$ cat config.mk
export PLATFORM = sky130hd
export DESIGN_NAME = uart_rx_unit
export DESIGN_NICKNAME = d
export VERILOG_FILES = /design/src/rtl/uart_rx_unit.sv
export SDC_FILE = /design/constraint.sdc
export NUM_CORES = 1
export LEC_CHECK = 0
export BUFFER_PORTS_ARGS = -buffer_cell sky130_fd_sc_hd__buf_2
export CORE_ASPECT_RATIO = 1.2
export CORE_MARGIN = 5
export CORE_UTILIZATION = 55
export DETAILED_ROUTE_END_ITERATION = 8
export GPL_ROUTABILITY_DRIVEN = 0
export PLACE_DENSITY = 0.74
export SLEW_MARGIN = 10
export SYNTH_ARGS = -nofsm -noshare
export SYNTH_HDL_FRONTEND = slang
export SYNTH_SLANG_ARGS = --single-unit
$ cat constraint.sdc
create_clock -name clk -period 2.4 [get_ports clk]
set_input_delay 0.48 -clock clk [delete_from_list [all_inputs] [get_ports clk]]
set_output_delay 0.48 -clock clk [all_outputs]
set_load 0.1 [all_outputs]
$ cat src/rtl/uart_rx_unit.sv
`default_nettype none
// ============================================================================
// Module : uart_rx_unit
// Brief  : 8N1 UART receiver with input synchroniser, one-entry holding
//          register (valid/ack), framing-error pulse and sticky overrun flag.
// Rev    : 1.0
// ============================================================================
module uart_rx_unit #(
   parameter int CLKS_PER_BIT = 5208
) (
   input  logic       clk,
   input  logic       reset,
   input  logic       uart_rx,
   output logic [7:0] rx_data,
   output logic       rx_valid,
   input  logic       rx_ack,
   output logic       frame_err,
   output logic       overrun
);

   localparam int c_cnt_w = $clog2(CLKS_PER_BIT);
   localparam int c_half  = CLKS_PER_BIT / 2;
   localparam logic [c_cnt_w-1:0] c_start_last = c_cnt_w'(c_half - 1);
   localparam logic [c_cnt_w-1:0] c_bit_last   = c_cnt_w'(CLKS_PER_BIT - 1);

   typedef enum logic [2:0] {
      ST_IDLE  = 3'd0,
      ST_START = 3'd1,
      ST_DATA  = 3'd2,
      ST_STOP  = 3'd3,
      ST_BREAK = 3'd4
   } state_t;

   logic               r_sync1;
   logic               r_sync2;
   logic               r_rx_s;
   state_t             r_state;
   state_t             w_state_n;
   logic [c_cnt_w-1:0] r_cnt;
   logic [c_cnt_w-1:0] w_cnt_n;
   logic [2:0]         r_idx;
   logic [2:0]         w_idx_n;
   logic [7:0]         r_sh;
   logic [7:0]         w_sh_n;
   logic [7:0]         r_data;
   logic [7:0]         w_data_n;
   logic               r_valid;
   logic               w_valid_n;
   logic               r_ferr;
   logic               w_ferr_n;
   logic               r_ovr;
   logic               w_ovr_n;

   // Two metastability flops, then rx_s as the single registered sample point.
   always_ff @(posedge clk) begin
      if (!reset) begin
         r_sync1 <= 1'b1;
         r_sync2 <= 1'b1;
         r_rx_s  <= 1'b1;
      end else begin
         r_sync1 <= uart_rx;
         r_sync2 <= r_sync1;
         r_rx_s  <= r_sync2;
      end
   end

   always_ff @(posedge clk) begin
      if (!reset) begin
         r_state <= ST_IDLE;
         r_cnt   <= '0;
         r_idx   <= 3'd0;
         r_sh    <= 8'h00;
         r_data  <= 8'h00;
         r_valid <= 1'b0;
         r_ferr  <= 1'b0;
         r_ovr   <= 1'b0;
      end else begin
         r_state <= w_state_n;
         r_cnt   <= w_cnt_n;
         r_idx   <= w_idx_n;
         r_sh    <= w_sh_n;
         r_data  <= w_data_n;
         r_valid <= w_valid_n;
         r_ferr  <= w_ferr_n;
         r_ovr   <= w_ovr_n;
      end
   end

   always_comb begin
      w_state_n = r_state;
      w_cnt_n   = r_cnt;
      w_idx_n   = r_idx;
      w_sh_n    = r_sh;
      w_data_n  = r_data;
      w_valid_n = r_valid;
      w_ferr_n  = 1'b0;
      w_ovr_n   = r_ovr;

      // An ack frees the holding register; a coinciding good frame reloads it below.
      if (rx_ack && r_valid) begin
         w_valid_n = 1'b0;
         w_ovr_n   = 1'b0;
      end

      case (r_state)
         ST_IDLE: begin
            if (!r_rx_s) begin
               w_state_n = ST_START;
               w_cnt_n   = '0;
            end
         end
         ST_START: begin
            if (r_cnt == c_start_last) begin
               w_cnt_n = '0;
               w_idx_n = 3'd0;
               w_state_n = r_rx_s ? ST_IDLE : ST_DATA;
            end else begin
               w_cnt_n = r_cnt + 1'b1;
            end
         end
         ST_DATA: begin
            if (r_cnt == c_bit_last) begin
               w_cnt_n       = '0;
               w_sh_n[r_idx] = r_rx_s;
               if (r_idx == 3'd7) begin
                  w_state_n = ST_STOP;
               end else begin
                  w_idx_n = r_idx + 3'd1;
               end
            end else begin
               w_cnt_n = r_cnt + 1'b1;
            end
         end
         ST_STOP: begin
            if (r_cnt == c_bit_last) begin
               w_cnt_n = '0;
               if (r_rx_s) begin
                  if (!r_valid || rx_ack) begin
                     w_data_n  = r_sh;
                     w_valid_n = 1'b1;
                  end else begin
                     w_ovr_n = 1'b1;
                  end
                  w_state_n = ST_IDLE;
               end else begin
                  w_ferr_n  = 1'b1;
                  w_state_n = ST_BREAK;
               end
            end else begin
               w_cnt_n = r_cnt + 1'b1;
            end
         end
         ST_BREAK: begin
            // A held-low line must return high before another start is accepted.
            if (r_rx_s) begin
               w_state_n = ST_IDLE;
            end
         end
         default: begin
            w_state_n = ST_IDLE;
         end
      endcase
   end

   assign rx_data   = r_data;
   assign rx_valid  = r_valid;
   assign frame_err = r_ferr;
   assign overrun   = r_ovr;

endmodule
`default_nettype wire

# Yosys cells after proc, flatten, opt, wreduce, memory -nomap -nowiden
# Index checks and enable logic that the tools add are counted.
# W data, S select, Z words.
[word_totals] reg_bits=41 inputBits=4 out_inout_bits=11 word_cells=74
[classes] add_sub_neg=2 n_lt_le_gt_ge=2 eq_ne=14 mux=31 n_reduce_logical=14
[op_table] op="$mux W13" n=3
[op_table] op="$pmux W13 S3" n=1
[op_table] op="$mux W3" n=10
[op_table] op="$pmux W3 S5" n=1
[op_table] op="$ne A2 B2 Y1 const B" n=7
[op_table] op="$add A13 B1 Y13 const B" n=1
[op_table] op="$eq A13 B12 Y1 const B" n=1
[op_table] op="$eq A13 B13 Y1 const B" n=1
[op_table] op="$mux W1" n=12
[op_table] op="$bwmux W8" n=1
[op_table] op="$reduce_and A4 Y1" n=2
[op_table] op="$eq A3 B2 Y1 const B" n=2
[op_table] op="$eq A3 B3 Y1 const B" n=2
[op_table] op="$pmux W3 S2" n=1
[op_table] op="$reduce_and A6 Y1" n=1
[op_table] op="$lt A3 B4 Y1 const B" n=1
[op_table] op="$reduce_and A2 Y1" n=2
[op_table] op="$add A3 B1 Y3 const B" n=1
[op_table] op="$demux W1 S3" n=1
[op_table] op="$eq A3 B1 Y1 const B" n=1
[op_table] op="$ge A3 B1 Y1 const B" n=1
[op_table] op="$logic_not A3 Y1" n=1
[op_table] op="$reduce_and A3 Y1" n=1
[op_table] op="$reduce_bool A3 Y1" n=1
[op_table] op="other kinds (6)" n=7

# Depth between registers and ports, before layout
# Gate-level depths: netlist (run 1).
[depth] depth_word=6 mapped_depth=7 mapped_depth_nobuf=7

# Worst setup path before layout (run 1)
# No wires, ideal clock.
[synth_path] kind="register to register" from="register r_cnt[0]" to="register r_state[1]" setup_time_ns=0.122 arrival_time_ns=1.665 setup_slack_ns=0.614 stages_incl_launch_ff=7 n_path_buf=0 path_cell_list="dfxtp_1 ha_1 nor3b_4 and4b_1 a31oi_1 a311o_2 mux2i_1"
[synth_between] elab_chain_len=3 elab_cells_between_ends=6 classes_between="eq/ne (5); reduce/logical (1)"
[synth_lines] element="from (decl)" line="39" rtl="logic [c_cnt_w-1:0] r_cnt;"
[synth_lines] element="from (signal assigned)" line="79" rtl="r_cnt <= w_cnt_n;"
[synth_lines] element="$eq A13 B13 Y1 or $eq A13 B12 Y1 (tied branches)" line="122, 135, 113"
[synth_lines] element="$ne A2 B2 Y1 (no source line)"
[synth_lines] element="$reduce_and A6 Y1 (no source line) *"
[synth_lines] element="to (signal assigned)" line="78" rtl="r_state <= w_state_n;"
[synth_lines] element="to (decl)" line="37" rtl="state_t r_state;"
# Mark *: on every way between the ends. The rest lies on a longest branch, timed or not.
# A chain may end at the register's enable or synchronous reset.

# Worst setup path in the final report (run 1)
[layout_path] from="register r_cnt[0]" to="register r_data[4], in the netlist rx_data[4]"
[layout_between] elab_chain_len=2
[layout_lines] element="$eq A13 B13 Y1" line="135" rtl="if (r_cnt == c_bit_last) begin"
[layout_lines] element="$reduce_and A4 Y1 (no source line)"
[layout_lines] element="to (signal assigned)" line="82" rtl="r_data <= w_data_n;"
[layout_lines] element="to (decl)" line="45" rtl="logic [7:0] r_data;"
# No other way between the ends.

==> results of run 1 <==
power groups by stage:
stage	registers, W	logic (W)	clock network [W]
global route	0.000724	0.000174	0.000615
finish	0.000720	0.000159	0.000568
CTS	0.000720	0.000160	0.000581
floorplan	0.000730	0.000129	0
detailed placement	0.000736	0.000159	0
global placement	0.000734	0.000152	0
cells by family (layout without fill, tap and decap cells):
group / count (synthesis) / count (layout)
AO/OA/AOI/OAI: 18 / 18
XOR/XNOR: 12 / 12
adder cells (fa/ha/maj): 4 / 4
buffers and inverters: 10 / 26
flip-flops: 41 / 41
multiplexers: 19 / 19
AND/OR/NAND/NOR: 98 / 98
flip-flops by register name, summed over array words and instances, names as in the netlist:
name	cells
r_cnt	13
r_sync2	1
r_idx	3
rx_data	8
overrun	1
r_sync1	1
r_sh	8
rx_valid	1
frame_err	1
r_rx_s	1
r_state	3
metal layers:
metal	routed length, um	vias to the layer above
li1	-	732
met1	1470	667
met2	1780	17
met3	107	8
met4	84	0
met5	0	-
worst max-delay path by stage:
stage	startpoint	to	slack (ps)
detailed placement	r_cnt[0]	rx_data[4]	420
global route	r_cnt[0]	rx_data[4]	270
CTS	r_cnt[0]	rx_data[4]	410
global placement	r_cnt[0]	rx_data[5]	500
finish	r_cnt[0]	rx_data[4]	440
floorplan	r_cnt[0]	r_state[1]	610
worst max-delay path: stages (launching register included):
cell and delay (ps):
dfxtp_1 400, ha_1 210, nor3b_4 250, nand4_4 180, nor3_4 480, mux2i_1 260, nor2b_1 60
synth_stat cells (3+ instances only):
master,count
a21oi_1,3
nand3b_1,5
nand4_1,3
mux2i_1,19
nor2_1,21
dfxtp_1,41
xor2_1,10
o21ai_0,4
nand2b_1,4
ha_1,4
clkbuf_1,5
nor3b_1,3
nand2_1,25
nor2b_1,11
nand3_1,7
through the flow:
step | utilization, % | worst slack [ps] | cells
6_report | 63.6 | 445 | 255
2_1_floorplan | - | 614 | 202
5_1_grt | 63.6 | 265 | 255
3_5_place_dp | 60.0 | 416 | 247
4_1_cts | 63.6 | 413 | 255
3_3_place_gp | 60.0 | 504 | 247
final cells by class:
| cell class | instances | area (um2) |
|---|---|---|
| fillers | 303 | 1210 |
| multi-input cells | 151 | 1040 |
| clock buffers | 6 | 82.6 |
| flip-flops and latches | 41 | 821 |
| inverters | 2 | 7.51 |
| well taps | 37 | 46.3 |
| clock inverters | 2 | 37.5 |
| repair buffers | 16 | 85.1 |
==> flow_summary.json, run 1 <==
{
  "total_power_w": 0.00145,
  "arrival_ps": 2150,
  "ir_drop_mv": 0.473,
  "rows": 23,
  "cp-start-kind": "register",
  "synth.area.mux_share_pct": 9.98,
  "crit_required_ps": 2590,
  "routedWlPerCell_um": 13.5,
  "drc": 0,
  "groute.usage.overall_pct": 16.0,
  "synth_xor_area_share_pct": 5.52,
  "clock_power_share_pct": 39.2,
  "p_int_w": 0.00110,
  "hold_viol_final": 0,
  "drv_cap": 0,
  "setup_violations": 0,
  "place_area_um2": 2000,
  "vias": 1424,
  "layout.cells.most_common": "dfxtp_1",
  "rsz0062_at_grt": "false",
  "grt_pass1_wl_um": 6030,
  "final_cell_mix": "dfxtp_1, nand2_1, nor2_1",
  "worstSetupEndpointType": "register",
  "dieArea_um2": 4750,
  "pwr_density_cell_nw_per_um2": 681,
  "max_slew_margin_pct": 55.7,
  "dr.pass1.iters": 4,
  "ys_seq_area_share_pct": 43.1,
  "clock_skew_ps": 8.99,
  "cts.hold.buffers_added": 0,
  "pin_count": 15,
  "seqPwrFrac_pct": 49.8,
  "post_cts_buffers": 0,
  "syn_nets": 210,
  "grt_max_degree": 28,
  "numCtsBuffers": 5,
  "ys.flop_type": "dfxtp_1",
  "insertion_delay_ps": 290,
  "fin_crit_sh_pct": 81.5,
  "port_buffers": 14,
  "r2r-end": "rx_data[4]",
  "antenna_found_initial": 0,
  "r2r_start": "r_cnt[0]",
  "outcome": "complete, no violations",
  "power.share.combinational_pct": 11.0,
  "swShare_pct": 24.1,
  "synth-edff-count": 0,
  "p_switching_w": 0.000349,
  "cts_tree": "done",
  "busiest_layer": "met2",
  "synth_area_per_cell_um2": 9.43,
  "ys_ff_latch": 41,
  "routed_via_density": 5.58,
  "setup_tns_ps": 0,
  "holdWs_ps": 376,
  "cts_root_buf": "clkbuf_8",
  "post-route-cell-area_um2": 2120,
  "routed_wl_um": 3440,
  "synth_top_family_by_area": "simple AND/OR/NAND/NOR gates",
  "synth_top_area_cell": "dfxtp_1",
  "grt-ovfl-total": 0,
  "cts.path.max_buffers": 2,
  "area_growth_pct": 11.5,
  "worstRegToRegCells": 6,
  "start_util_pct": 57.1,
  "crit_fanout": 8,
  "die_w_um": 63.7,
  "grt_pass1_vias": 1368,
  "cts_max_level": 2,
  "yosys_warnings": 0,
  "max_freq_mhz": 511,
  "worstHoldEndpoint": "r_sync1",
  "cts_resized": 0,
  "synth_top_area_share_pct": 43.1,
  "yosysUniqueCellTypes": 43,
  "grtUsageMet3_pct": 4.38,
  "die_h_um": 74.5,
  "netlist_top_cells_area": "dfxtp_1, mux2i_1, nand2_1, xor2_1, nor2_1",
  "antenna_cells": 0,
  "synth_cells": 202,
  "gr-usage-met1_pct": 17.1,
  "cts_sinks": 41,
  "async_flop_share_pct": 0,
  "worstMarginPinSlew_ps": 659,
  "place_hpwl_um": 2600,
  "hp-class": "in2reg",
  "yosys.area_share.adder_pct": 2.63,
  "drt_iter0_drc": 61,
  "netlist_area_um2": 1910,
  "drive_gt1_share_pct": 15.1,
  "hold_start": "uart_rx",
  "r2r_setup_slack_ps": 440,
  "nets": 225,
  "clk_pin_slew_ps": 80,
  "p_leak_nw": 0.822,
  "ant_nets": 0,
  "finalCriticalPeriod_ps": 1960,
  "critical_path_class": "reg2reg",
  "whs_path_depth": 2,
  "coreArea_um2": 3340,
  "slew_violations": 0,
  "gr-usage-met2_pct": 28.7,
  "synth-simple-area-share_pct": 30.1,
  "synth_compound_area_share_pct": 6.57
}
(Power assumes the default switching activity.)
==> run 2, diff against run 1 <==
==> constraint.sdc (replaced) <==
create_clock -name clk -period 1.9 [get_ports clk]
set_input_delay 0.38 -clock clk [delete_from_list [all_inputs] [get_ports clk]]
set_output_delay 0.38 -clock clk [all_outputs]
set_load 0.1 [all_outputs]
==> run 2 against run 1 <==
  * Count of clock-buffer cells in the layout grew 1
  * Non-clock buffer count up 11
  * Core utilization increased by 2.6 points
  * Die area unchanged
  * Via count up 5.1%
  * Clock skew barely moved
  * Critical endpoint is now r_sh[1]
  * Largest cell class unchanged
  * Clock power grew 10%
  * Cell count increased by 4.3%
  * Combinational power grew 58%
  * Setup slack got worse by 390 ps
  * Sequential power up 25%
  * Wire length increased by 7.3%
==> flow_summary.json, run 2 (synthesized netlist as in run 1, its figures left out) <==
{
  "dieArea_um2": 4750,
  "r2r_start": "r_cnt[0]",
  "largest_reg_flops": 13,
  "drv_cap": 0,
  "grt_max_degree": 23,
  "nets": 236,
  "crit_fanout": 6,
  "grt_pass1_vias": 1443,
  "ant_nets": 0,
  "worstMarginPinSlew_ps": 490,
  "hold_viol_final": 0,
  "antenna_cells": 0,
  "outcome": "complete, no violations",
  "cts.path.max_buffers": 2,
  "rsz0062_at_grt": "true",
  "routed_via_density": 5.62,
  "setup.worst_path.start": "r_cnt[0]",
  "critical_path_class": "reg2reg",
  "start_util_pct": 57.1,
  "arrival_ps": 2060,
  "coreArea_um2": 3340,
  "gr-usage-met1_pct": 17.9,
  "r2r-end": "r_sh[1]",
  "drt_iter0_drc": 95,
  "r2r_setup_slack_ps": 60,
  "grtUsageMet3_pct": 4.53,
  "final_cell_mix": "dfxtp_1, nand2_1, nor2_1",
  "groute.usage.overall_pct": 17.0,
  "setup_violations": 0,
  "holdWs_ps": 283,
  "endpoint": "r_sh[1]",
  "grt_pass1_wl_um": 6350,
  "antenna_found_initial": 0,
  "die_w_um": 63.7,
  "dr.pass1.iters": 4,
  "worstSetupEndpointType": "register",
  "rows": 23,
  "pin_count": 15,
  "place_hpwl_um": 2750,
  "clock_skew_ps": 8.86,
  "routedWlPerCell_um": 13.9,
  "clk_pin_slew_ps": 70,
  "vias": 1496,
  "cts_max_level": 2,
  "insertion_delay_ps": 300,
  "cp-start-kind": "register",
  "regMostFlops": "r_cnt",
  "routed_wl_um": 3690,
  "busiest_layer": "met2",
  "drive_gt1_share_pct": 20.1,
  "p_leak_nw": 0.879,
  "area_growth_pct": 16.1,
  "cts_tree": "done",
  "gr-usage-met2_pct": 31.6,
  "numCtsBuffers": 5,
  "worstRegToRegCells": 6,
  "cts.hold.buffers_added": 0,
  "hp-class": "in2reg",
  "die_h_um": 74.5,
  "layout.cells.most_common": "dfxtp_1",
  "setup_tns_ps": 0,
  "grt-ovfl-total": 0,
  "fin_crit_sh_pct": 96.9,
  "slew_violations": 0,
  "max_freq_mhz": 543,
  "max_slew_margin_pct": 67.5,
  "ir_drop_mv": 0.696,
  "port_buffers": 14,
  "total_power_w": 0.00178,
  "cts_root_buf": "clkbuf_8",
  "finalCriticalPeriod_ps": 1840,
  "crit_required_ps": 2120,
  "cts_sinks": 41,
  "drc": 0,
  "pwr_density_cell_nw_per_um2": 804
}
## run 2: cell types whose count changed in the layout (fill, tap and decap cells not counted), sizes merged
cell      change
buf          +11
bufinv        -1
clkbuf        +1
clkinv        +1
clkinvlp      -1
## run 2: metal layers
metal  vias to the layer above  share of wire, %
li1                        758                 -
met4                         0               2.1
met3                         9               3.3
met5                         -                 0
met2                        22                54
met1                       707                40
## run 2: repair_timing
| item | in CTS | in global routing |
|---|---|---|
| setup endpoints to repair | 0 | 10 |
| resized for setup | 0 | 2 |
| setup buffers | 0 | 2 |
## run 2: where the power goes
part / switching [W] / leakage (nW) / total [W] / internal (W)
sequential: 0.0000227 / 0.331 / 0.000903 / 0.000880
clock: 0.000297 / 0.0542 / 0.000625 / 0.000328
combinational: 0.000137 / 0.494 / 0.000251 / 0.000114
## run 2: through the flow
step	setup slack, ps	cell area [um2]	util (%)	instances
5_1_grt	-57.4	2210	66.3	266
6_report	58.4	2210	66.3	266
3_5_place_dp	46.6	2080	62.4	256
3_3_place_gp	117	2080	62.4	256
2_1_floorplan	114	1910	-	202
4_1_cts	40.7	2190	65.5	264
## run 2: critical path: stages (launching register included)
cell and delay [ps]:
dfxtp_1 340, ha_1 190, nor3b_4 260, and4_2 280, nand3b_1 190, nor3b_1 290
mux2i_1 210
## run 2: how the worst min path moves through the flow
stage	startpoint	endpoint	slack [ps]	cells past startpoint
CTS	uart_rx	r_sync1	280	2
detailed placement	r_sync2	r_rx_s	400	1
floorplan	r_sync2	r_rx_s	390	1
global route	uart_rx	r_sync1	270	2
finish	uart_rx	r_sync1	280	2
global placement	r_sync2	r_rx_s	390	1
## run 2: area by class of cell
class | count | area (um2)
Clock buffer | 7 | 96.3
Clock inverter | 1 | 5.00
Timing Repair Buffer | 27 | 180
Fill cell | 276 | 1130
Tap cell | 37 | 46.3
Multi-Input combinational cell | 151 | 1060
Sequential cell | 41 | 821
Inverter | 2 | 7.51
